`config.mk`:
```
export PLATFORM = sky130hd
export DESIGN_NAME = rob_recovery_ctrl
export DESIGN_NICKNAME = d
export VERILOG_FILES = /design/src/rtl/rob_recovery_ctrl.sv
export SDC_FILE = /design/constraint.sdc
export NUM_CORES = 1
export LEC_CHECK = 0
export CAP_MARGIN = 5
export CORE_ASPECT_RATIO = 2
export CORE_MARGIN = 2
export CORE_UTILIZATION = 35
export CTS_CLUSTER_SIZE = 25
export DETAILED_ROUTE_END_ITERATION = 10
export HOLD_SLACK_MARGIN = 0.02
export PLACE_DENSITY = 0.62
export SYNTH_ARGS = -nofsm -noshare
export SYNTH_HDL_FRONTEND = slang
export SYNTH_SLANG_ARGS = --single-unit
```
`constraint.sdc`:
```
create_clock -name CLK -period 2.1 [get_ports CLK]
set_clock_uncertainty 0.05 [all_clocks]
set_input_delay 0.315 -clock CLK [delete_from_list [all_inputs] [get_ports CLK]]
set_output_delay 0.315 -clock CLK [all_outputs]
set_load 0.05 [all_outputs]
```
`src/rtl/rob_recovery_ctrl.sv`:
```
// Branch-mispredict recovery sequencer for the ROB retire stage: commits the oldest
// mispredicted branch, kills younger retires, then runs flush, one redirect and a drain wait.
module rob_recovery_ctrl #(
  parameter int FLUSH_CYCLES  = 2,
  parameter int CNT_W         = 4,
  parameter int DRAIN_TIMEOUT = 64,
  parameter int TO_W          = 7
) (
  input  logic        CLK,
  input  logic        RST,
  input  logic        Retire1_V,
  input  logic        Retire1_Mispred,
  input  logic [15:0] Retire1_NewPC,
  input  logic        Retire2_V,
  input  logic        Retire2_Mispred,
  input  logic [15:0] Retire2_NewPC,
  input  logic        ROB_Empty,
  input  logic        SB_Empty,
  output logic        Retire1_Kill,
  output logic        Retire2_Kill,
  output logic        Flush,
  output logic        Redirect_V,
  output logic [15:0] Redirect_PC,
  output logic        Dispatch_Stall,
  output logic        Recovery_Err,
  output logic [15:0] Mispred_Count
);

  typedef enum logic [1:0] {
    ST_IDLE     = 2'd0,
    ST_FLUSH    = 2'd1,
    ST_REDIRECT = 2'd2,
    ST_DRAIN    = 2'd3
  } state_e;

  state_e            state_q, state_d;
  logic [CNT_W-1:0]  flush_cnt_q, flush_cnt_d;
  logic [TO_W-1:0]   drain_cnt_q, drain_cnt_d;
  logic [15:0]       pc_q, pc_d;
  logic [15:0]       mispred_count_q, mispred_count_d;
  logic              recovery_err_q, recovery_err_d;
  logic              flush_q, flush_d;
  logic              redirect_v_q, redirect_v_d;
  logic [15:0]       redirect_pc_q, redirect_pc_d;
  logic              dispatch_stall_q, dispatch_stall_d;

  logic              trig1_s;
  logic              trig2_s;

  assign trig1_s = Retire1_V & Retire1_Mispred;
  assign trig2_s = Retire2_V & Retire2_Mispred;

  // The mispredicted branch itself always commits; only younger slots are suppressed.
  assign Retire1_Kill = (state_q != ST_IDLE);
  assign Retire2_Kill = (state_q != ST_IDLE) | trig1_s;

  // Next-state, counters and registered-output decode from the next state.
  always_comb begin
    state_d         = state_q;
    flush_cnt_d     = flush_cnt_q;
    drain_cnt_d     = drain_cnt_q;
    pc_d            = pc_q;
    mispred_count_d = mispred_count_q;
    recovery_err_d  = recovery_err_q;

    case (state_q)
      ST_IDLE: begin
        if (trig1_s | trig2_s) begin
          state_d     = ST_FLUSH;
          flush_cnt_d = '0;
          pc_d        = trig1_s ? Retire1_NewPC : Retire2_NewPC;
          if (mispred_count_q != 16'hFFFF) begin
            mispred_count_d = mispred_count_q + 16'd1;
          end else begin
            mispred_count_d = mispred_count_q;
          end
        end else begin
          state_d = ST_IDLE;
        end
      end
      ST_FLUSH: begin
        if (flush_cnt_q == CNT_W'(FLUSH_CYCLES - 1)) begin
          state_d     = ST_REDIRECT;
          flush_cnt_d = '0;
        end else begin
          flush_cnt_d = flush_cnt_q + {{(CNT_W-1){1'b0}}, 1'b1};
        end
      end
      ST_REDIRECT: begin
        state_d     = ST_DRAIN;
        drain_cnt_d = '0;
      end
      ST_DRAIN: begin
        // drain_cnt_q counts DRAIN cycles already spent before this one
        if (ROB_Empty & SB_Empty) begin
          state_d = ST_IDLE;
        end else if (drain_cnt_q == TO_W'(DRAIN_TIMEOUT - 1)) begin
          state_d        = ST_IDLE;
          recovery_err_d = 1'b1;
        end else begin
          drain_cnt_d = drain_cnt_q + {{(TO_W-1){1'b0}}, 1'b1};
        end
      end
      default: begin
        state_d = ST_IDLE;
      end
    endcase

    flush_d          = (state_d == ST_FLUSH);
    redirect_v_d     = (state_d == ST_REDIRECT);
    dispatch_stall_d = (state_d != ST_IDLE);
    if (state_d == ST_REDIRECT) begin
      redirect_pc_d = pc_q;
    end else begin
      redirect_pc_d = redirect_pc_q;
    end
  end

  // State and output registers; reset abandons any recovery in flight.
  always_ff @(posedge CLK or posedge RST) begin
    if (RST) begin
      state_q          <= ST_IDLE;
      flush_cnt_q      <= '0;
      drain_cnt_q      <= '0;
      pc_q             <= 16'h0000;
      mispred_count_q  <= 16'h0000;
      recovery_err_q   <= 1'b0;
      flush_q          <= 1'b0;
      redirect_v_q     <= 1'b0;
      redirect_pc_q    <= 16'h0000;
      dispatch_stall_q <= 1'b0;
    end else begin
      state_q          <= state_d;
      flush_cnt_q      <= flush_cnt_d;
      drain_cnt_q      <= drain_cnt_d;
      pc_q             <= pc_d;
      mispred_count_q  <= mispred_count_d;
      recovery_err_q   <= recovery_err_d;
      flush_q          <= flush_d;
      redirect_v_q     <= redirect_v_d;
      redirect_pc_q    <= redirect_pc_d;
      dispatch_stall_q <= dispatch_stall_d;
    end
  end

  assign Flush          = flush_q;
  assign Redirect_V     = redirect_v_q;
  assign Redirect_PC    = redirect_pc_q;
  assign Dispatch_Stall = dispatch_stall_q;
  assign Recovery_Err   = recovery_err_q;
  assign Mispred_Count  = mispred_count_q;

endmodule

```
==> results of run 1 <==
==> power groups by stage <==
| stage | Clock, mW | Sequential [mW] | Combinational, mW |
|---|---|---|---|
| after floorplan | 0 | 2.64 | 0.802 |
| after global placement | 0 | 2.00 | 2.22 |
| after detailed placement | 0 | 2.01 | 2.26 |
| after CTS | 1.44 | 2.00 | 2.27 |
| after global routing | 1.48 | 2.07 | 2.43 |
| final | 1.40 | 1.99 | 2.24 |
==> how the worst max path moves through the flow <==
stage	slack [ps]	depth (start not counted)	to
2_1_floorplan	110	1	Dispatch_Stall
3_3_place_gp	70	6	Mispred_Count[10]
3_5_place_dp	-2	6	Mispred_Count[6]
4_1_cts	100	1	Mispred_Count[8]
5_1_grt	60	1	Mispred_Count[4]
6_report	120	1	Mispred_Count[8]
==> per-stage QoR <==
| stage | hold slack, ps | cell area (µm²) | TNS (ps) | cells | utilization |
|---|---|---|---|---|---|
| after floorplan | 374 | 2890 | 0 | 290 | - |
| after global placement | 388 | 3800 | 0 | 462 | 0.479 |
| after detailed placement | 401 | 3800 | -1.86 | 462 | 0.479 |
| after CTS | 351 | 4080 | 0 | 477 | 0.514 |
| after global routing | 371 | 4080 | 0 | 477 | 0.514 |
| final | 323 | 4080 | 0 | 477 | 0.514 |
==> cells by family after synthesis <==
logic type / after synthesis / synth area share
adder cells (fa/ha/maj): 4 / 0.0173
buffers and inverters: 15 / 0.0247
AO/OA/AOI/OAI: 44 / 0.0889
XOR/XNOR: 15 / 0.0455
multiplexers: 17 / 0.0594
AND/OR/NAND/NOR: 130 / 0.201
flip-flops: 65 / 0.564
==> Yosys cell counts, types with 2 or more instances <==
library cell,instances,share of area
nand2_1,83,0.11
a31oi_1,2,0.0043
buf_1,2,0.0026
xnor2_1,10,0.030
ha_1,4,0.017
xor2_1,5,0.015
nand4_1,9,0.020
clkbuf_1,4,0.0052
o21ai_0,27,0.047
buf_6,2,0.0078
nor2b_1,2,0.0043
nor2_1,11,0.014
inv_1,5,0.0065
a21oi_1,6,0.010
mux2i_1,16,0.055
or3_1,2,0.0043
dfrtp_1,65,0.56
and3_1,2,0.0043
nand3_1,10,0.017
nor2_2,2,0.0043
==> cell type report <==
class,count,area (µm²)
Tap cell,96,120
Clock inverter,4,45.0
Fill cell,734,3860
Sequential cell,65,1630
Multi-Input combinational cell,210,1190
Inverter,7,26.3
Timing Repair Buffer,84,843
Clock buffer,11,233
==> flip-flops by register name (all words and copies together) (netlist names), 2 cells and up <==
register and cells:
flush_cnt_q 4, Mispred_Count 16, state_q 2, pc_q 16, Redirect_PC 16, drain_cnt_q 7
==> per-layer routing <==
| metal | global-route usage | part of all wire |
|---|---|---|
| met4 | 0.0756 | 0.015 |
| met3 | 0.0442 | 0.049 |
| met1 | 0.196 | 0.40 |
| met5 | 0 | 0 |
| met2 | 0.283 | 0.54 |
==> results.json, run 1 <==
{
  "layout.nets": 421,
  "synth_cell_types": 41,
  "postCtsHoldBufs": 0,
  "switching_share": 0.402,
  "p_int_mw": 3.37,
  "antenna_found_initial": 0,
  "p_total_mw": 5.63,
  "min_period_over_period": 0.943,
  "path_clk_slew_ps": 60,
  "cts_root_buffer": "clkbuf_16",
  "avgViaCountPerCell": 4.87,
  "dp_hpwl_um": 4840,
  "maxCapViolations": 0,
  "path_cells": "clkdlybuf4s50_1",
  "yosys_most_used_dff": "dfrtp_1",
  "initial_core_util": 0.363,
  "synth-seq-cells": 65,
  "synth-edff-count": 0,
  "crit_path_max_incr_delay_ps": 850,
  "path_max_fanout": 5,
  "pre_cts_ws_ps": -1.86,
  "cts_resized": 0,
  "grt_use_total": 0.169,
  "clock_power_share": 0.249,
  "num_antenna_cells": 0,
  "max_freq_mhz": 505,
  "syn_area_mm2": 0.00289,
  "synthToLayoutAreaGrowth_pct": 41.4,
  "cp_num_buf_inv": 1,
  "worst_setup_path_end_kind": "primary output",
  "leakagePower_nw": 1.90,
  "numPortBuffers": 77,
  "slew_headroom": 0.651,
  "layout_commonest_cell": "nand2_1",
  "holdCritPathClass": "input port to async pin",
  "grt_max_degree": 66,
  "reg2reg_depth": 6,
  "comb_power_share": 0.398,
  "synth_nets": 334,
  "crit_required_ps": 1740,
  "ir_worst_vdd_mv": 0.894,
  "wl_per_cell_um": 14.1,
  "synthArstFlopShare": 1.00,
  "io_pins": 78,
  "gr-total-overflow": 0,
  "fin_crit_ps": 1980,
  "grt_pass1_wl_um": 11300,
  "grt_pass1_vias": 2377,
  "cp-start-kind": "flop",
  "die_area_mm2": 0.00903,
  "p_sw_mw": 2.27,
  "syn_area_per_cell_um2": 9.95,
  "r2r_end": "Mispred_Count[6]",
  "rsz0062_at_grt": "no",
  "drtIter0Drc": 102,
  "outcome": "finished clean",
  "die_w_um": 68.2,
  "ys_seq_area_frac": 0.564,
  "finalWirelength_um": 6720,
  "cp_data_arrival_time_ps": 1610,
  "final_cell_mix": "nand2_1, clkdlybuf4s50_1, dfrtp_1",
  "clk_latency_ps": 330,
  "rows": 46,
  "synth_cells": 290,
  "cts_buffers": 9,
  "setup_viol": 0,
  "final_layout_size_suffix_gt1_frac": 0.0840,
  "fp.coreArea_mm2": 0.00794,
  "finalWorstSetupSlack_ps": 121,
  "cp_top_family": "buffers and inverters",
  "r2r_start": "state_q[0]",
  "finalHoldViolations": 0,
  "powerDensity_mw_per_mm2": 1380,
  "slowest_stage": "clkdlybuf4s50_1",
  "ant_nets": 0,
  "reg2reg_slack_ps": 220,
  "h-tree-depth": 3,
  "seqPwrFrac": 0.354,
  "drv_slew": 0,
  "setup.worst_path.start": "Mispred_Count[8]",
  "synth_warnings": 0,
  "drc": 0,
  "die_h_um": 132,
  "clockBufferDepth": 2,
  "vias": 2325,
  "cts_tree": "done",
  "clock-sinks": 65,
  "postCtsSetupBuffers": 0,
  "gp_congestion": 0.821,
  "dr.pass1.iters": 4,
  "criticalPathCategory": "flop to primary output",
  "tightest_slew_ps": 521
}
(Power assumes the default switching activity.)
==> run 2: changes to the inputs <==
==> constraint.sdc (replaced) <==
create_clock -name CLK -period 2.1 [get_ports CLK]
set_clock_uncertainty 0.05 [all_clocks]
set_input_delay 0.42 -clock CLK [delete_from_list [all_inputs] [get_ports CLK]]
set_output_delay 0.42 -clock CLK [all_outputs]
set_load 0.05 [all_outputs]
==> run 2 against run 1 <==
  * Design area grew 2.9%
  * Utilization grew 1.5 points
  * Global-route usage rose by 0.43 points
  * Hold slack better by 81 ps
  * Sequential share of layout area decreased by 1.1 points
  * Register-to-register slack improved by 20 ps
  * Maximum frequency fell by 3.6%
  * Routed wire length grew 3.0%
  * Setup slack got worse by 74 ps
  * Largest power group unchanged
  * Total power up 2.6%
  * Flip-flop and latch count stayed put
==> results.json, run 2 (same netlist as run 1, synthesis figures left out) <==
{
  "outcome": "finished clean",
  "gr-usage-met1": 0.208,
  "fin_cells": 485,
  "place_area_mm2": 0.00388,
  "slew_headroom": 0.656,
  "clockBufferDepth": 2,
  "dp_hpwl_um": 5270,
  "layout.nets": 428,
  "wl_per_cell_um": 14.3,
  "placed_cells": 469,
  "holdCritPathClass": "input port to async pin",
  "path_max_fanout": 5,
  "drtIter0Drc": 128,
  "maxCapViolations": 0,
  "fp.coreArea_mm2": 0.00794,
  "path_cells": "clkdlybuf4s50_1",
  "h-tree-depth": 3,
  "die_w_um": 68.2,
  "rows": 46,
  "cp-start-kind": "flop",
  "rsz0062_at_grt": "no",
  "avgViaCountPerCell": 4.82,
  "final_cell_mix": "nand2_1, clkdlybuf4s50_1, dfrtp_1",
  "die_area_mm2": 0.00903,
  "final_layout_size_suffix_gt1_frac": 0.105,
  "die_h_um": 132,
  "path_clk_slew_ps": 50,
  "min_period_over_period": 0.978,
  "globalRouteMet3Util": 0.0408,
  "cp_top_family": "buffers and inverters",
  "cp_num_buf_inv": 1,
  "ir_worst_vdd_mv": 0.831,
  "cts_buffers": 9,
  "layout_commonest_cell": "nand2_1",
  "postCtsSetupBuffers": 0,
  "final_core_util": 0.529,
  "worst_setup_path_end_kind": "primary output",
  "top_usage_layer": "met2",
  "num_antenna_cells": 0,
  "drc": 0,
  "dr.pass1.iters": 6,
  "initial_core_util": 0.363,
  "finalHoldViolations": 0,
  "tightest_slew_ps": 514,
  "drv_slew": 0,
  "max_freq_mhz": 487,
  "slowest_stage": "clkdlybuf4s50_1",
  "numPortBuffers": 77,
  "vias": 2338,
  "cts_tree": "done",
  "grt_max_degree": 25,
  "finalWirelength_um": 6920,
  "whs_ps": 404,
  "gp_congestion": 0.800,
  "use_met2": 0.291,
  "finalInstanceArea_mm2": 0.00420,
  "leakagePower_nw": 2.03,
  "cts_resized": 0,
  "gr-total-overflow": 0,
  "cts_root_buffer": "clkbuf_16",
  "grt_pass1_wl_um": 11700,
  "setup_viol": 0,
  "clk_latency_ps": 320,
  "clock-sinks": 65,
  "grt_pass1_vias": 2460,
  "criticalPathCategory": "flop to primary output",
  "crit_path_max_incr_delay_ps": 850,
  "fillers": 735,
  "postCtsHoldBufs": 0,
  "grt_use_total": 0.173,
  "crit_required_ps": 1630,
  "cp_data_arrival_time_ps": 1580,
  "io_pins": 78,
  "ant_nets": 0,
  "synthToLayoutAreaGrowth_pct": 45.6,
  "antenna_found_initial": 0,
  "fin_crit_ps": 2050,
  "powerDensity_mw_per_mm2": 1380
}
run 2: cell count changes in the layout (fill, tap and decap cells not counted), sizes merged:
| cell | change |
|---|---|
| clkdlybuf4s50 | -6 |
| clkbuf | +3 |
| clkinv | -2 |
| dlymetal6s2s | +5 |
| buf | +8 |
run 2: power by group:
part	leakage (nW)	switching, mW	internal [mW]
clock network	0.153	0.492	1.01
registers	0.832	0.331	1.67
logic	1.04	1.45	0.824
total	2.03	2.28	3.51
run 2: worst paths after layout:
check | startpoint | endpoint | slack, ps | cells after the start
max | Mispred_Count[5] | Mispred_Count[5] | 50 | 1
min | RST | state_q[1] | 400 | 2
max reg2reg | Mispred_Count[4] | Mispred_Count[1] | 240 | 5
min reg2reg | drain_cnt_q[5] | drain_cnt_q[5] | 410 | 1
max in group asynchronous | RST | Redirect_PC[10] | 1090 | 3
min in group CLK | drain_cnt_q[5] | drain_cnt_q[5] | 410 | 1
run 2: area by class of cell:
class	instances	area, µm²	area share
clock buffers	14	274	0.0652
clock inverters	2	35.0	0.00834
inverters	7	26.3	0.00625
multi-input cells	210	1190	0.283
flip-flops and latches	65	1630	0.387
well taps	96	120	0.0286
repair buffers	91	931	0.222
run 2: metal layers:
metal  share of wire  wire length (µm)  vias to the layer above
li1                -                 -                     1170
met1            0.40              2780                     1105
met2            0.55              3790                       58
met3           0.037               254                        5
met4           0.013                90                        0
met5               0                 0                        -
run 2: stage by stage:
stage / setup TNS [ps] / setup slack [ps] / power (mW)
2_1_floorplan: 0 / 3.55 / 3.44
3_3_place_gp: -24.9 / -15.1 / 4.28
3_5_place_dp: -234 / -75.5 / 4.32
4_1_cts: 0 / 9.72 / 5.87
5_1_grt: 0 / 1.31 / 6.17
6_report: 0 / 47.1 / 5.78
==> run 3: changes to the inputs <==
--- a/config.mk
+++ b/config.mk
@@ -8,11 +8,11 @@
 export CAP_MARGIN = 5
 export CORE_ASPECT_RATIO = 2
 export CORE_MARGIN = 2
-export CORE_UTILIZATION = 35
+export CORE_UTILIZATION = 43
 export CTS_CLUSTER_SIZE = 25
 export DETAILED_ROUTE_END_ITERATION = 10
 export HOLD_SLACK_MARGIN = 0.02
-export PLACE_DENSITY = 0.62
+export PLACE_DENSITY = 0.74
 export SYNTH_ARGS = -nofsm -noshare
 export SYNTH_HDL_FRONTEND = slang
 export SYNTH_SLANG_ARGS = --single-unit
==> run 3 against run 2 <==
  * Largest power group unchanged
  * Sequential share of layout area is 1.0 points higher
  * Largest cell class unchanged
  * Die area is 18% lower
  * Critical endpoint unchanged
  * Non-clock buffer count is 6 lower
  * Critical path depth stayed put
  * Routed wire length is 7.0% lower
  * Combinational power is 3% lower
==> results.json, run 3 (same netlist as run 1, synthesis figures left out) <==
{
  "antenna_found_initial": 0,
  "cp_top_family": "buffers and inverters",
  "place_area_mm2": 0.00380,
  "powerDensity_mw_per_mm2": 1360,
  "cts_root_buffer": "clkbuf_16",
  "cts_buffers": 9,
  "slew_headroom": 0.661,
  "grt_pass1_vias": 2365,
  "fin_cells": 470,
  "finalWirelength_um": 6440,
  "tightest_slew_ps": 507,
  "postCtsSetupBuffers": 0,
  "crit_required_ps": 1630,
  "whs_path_depth": 1,
  "gp_congestion": 0.756,
  "initial_core_util": 0.439,
  "die_area_mm2": 0.00742,
  "path_clk_slew_ps": 50,
  "comb_power_share": 0.398,
  "crit_cells": 1,
  "clock-sinks": 65,
  "clock_power_share": 0.245,
  "dr.pass1.iters": 4,
  "h-tree-depth": 3,
  "drv_slew": 0,
  "ir_worst_vdd_mv": 0.757,
  "synthToLayoutAreaGrowth_pct": 41.9,
  "p_total_mw": 5.57,
  "min_period_over_period": 0.978,
  "placed_cells": 455,
  "rows": 42,
  "path_max_fanout": 5,
  "io_pins": 78,
  "dp_hpwl_um": 4750,
  "final_core_util": 0.623,
  "layout.nets": 422,
  "grt_pass1_wl_um": 10800,
  "final_cell_mix": "nand2_1, clkdlybuf4s50_1, dfrtp_1",
  "ant_nets": 0,
  "setup_viol": 0,
  "clk_latency_ps": 320,
  "holdCritPathClass": "flop to flop",
  "avgViaCountPerCell": 5.05,
  "vias": 2373,
  "cp_data_arrival_time_ps": 1580,
  "fp.coreArea_mm2": 0.00657,
  "final_layout_size_suffix_gt1_frac": 0.0916,
  "die_w_um": 61.9,
  "switching_share": 0.403,
  "die_h_um": 120,
  "finalInstanceArea_mm2": 0.00410,
  "max_freq_mhz": 487,
  "cts_tree": "done",
  "grt_use_total": 0.199,
  "path_cells": "clkdlybuf4s50_1",
  "seqPwrFrac": 0.357,
  "dr_wl_met2_um": 3430,
  "wl_met1_um": 2530,
  "postCtsHoldBufs": 0,
  "top_layer_used": "met4",
  "drtIter0Drc": 113,
  "fin_crit_ps": 2050,
  "p_sw_mw": 2.24,
  "maxCapViolations": 0,
  "worst_setup_path_end_kind": "primary output",
  "drc": 0,
  "numPortBuffers": 77,
  "slowest_stage": "clkdlybuf4s50_1",
  "reg2reg_depth": 6,
  "leakagePower_nw": 1.98,
  "grt_max_degree": 66,
  "p_int_mw": 3.33,
  "criticalPathCategory": "flop to primary output",
  "rsz0062_at_grt": "no",
  "outcome": "finished clean",
  "cp_num_buf_inv": 1,
  "crit_path_max_incr_delay_ps": 840,
  "wl_met3_um": 283,
  "wl_per_cell_um": 13.7,
  "cp-start-kind": "flop",
  "num_antenna_cells": 0,
  "finalHoldViolations": 0,
  "clockBufferDepth": 2,
  "gr-total-overflow": 0,
  "layout_commonest_cell": "nand2_1"
}
run 3: changes by cell type in the layout (fill, tap and decap cells not counted):
cell and change:
buf_12 -2, dlygate4sd2_1 +2, clkbuf_1 -2, bufinv_16 -1, clkinv_2 +2, dlymetal6s2s_1 -1
buf_4 -6, buf_6 +1
run 3: what timing repair did:
action,in CTS,in global routing
gates resized for setup,2,5
endpoints found under the setup margin,2,5
hold endpoints to repair,0,0
run 3: metrics by stage:
stage | setup WS [ps] | hold WS (ps) | TNS [ps]
after CTS | 13.5 | 401 | 0
after detailed placement | -74.1 | 393 | -209
after floorplan | 3.55 | 374 | 0
after global placement | -13.4 | 389 | -35.3
final | 45.5 | 400 | 0
after global routing | 2.55 | 414 | 0
run 3: path summary, 6_finish.rpt:
path	to	from	slack, ps
setup / recovery	Mispred_Count[5]	Mispred_Count[5]	50
hold / removal	drain_cnt_q[5]	drain_cnt_q[5]	400
setup reg to reg	Mispred_Count[6]	state_q[0]	250
hold reg to reg	drain_cnt_q[5]	drain_cnt_q[5]	400
max in group asynchronous	state_q[1]	RST	1280
min in group asynchronous	drain_cnt_q[4]	RST	440
run 3: area by class of cell:
type	count	area (µm²)
clock buffer	12	267
clock inverter	3	15.0
fill	579	2470
multi-input combinational	210	1190
sequential	65	1630
inverter	7	26.3
tap	88	110
timing repair buffer	85	862
run 3: layer usage:
metal  vias to the layer above  GRT usage
li1                       1155          -
met1                      1134      0.240
met2                        69      0.318
met3                        15     0.0453
met4                         0      0.105
met5                         -          0
run 3: power by group through the flow:
stage | clock network, mW | logic, mW | registers, mW
after floorplan | 0 | 0.802 | 2.64
after global routing | 1.46 | 2.42 | 2.05
after detailed placement | 0 | 2.25 | 2.01
after CTS | 1.39 | 2.25 | 1.99
after global placement | 0 | 2.21 | 2.00
final | 1.36 | 2.22 | 1.99
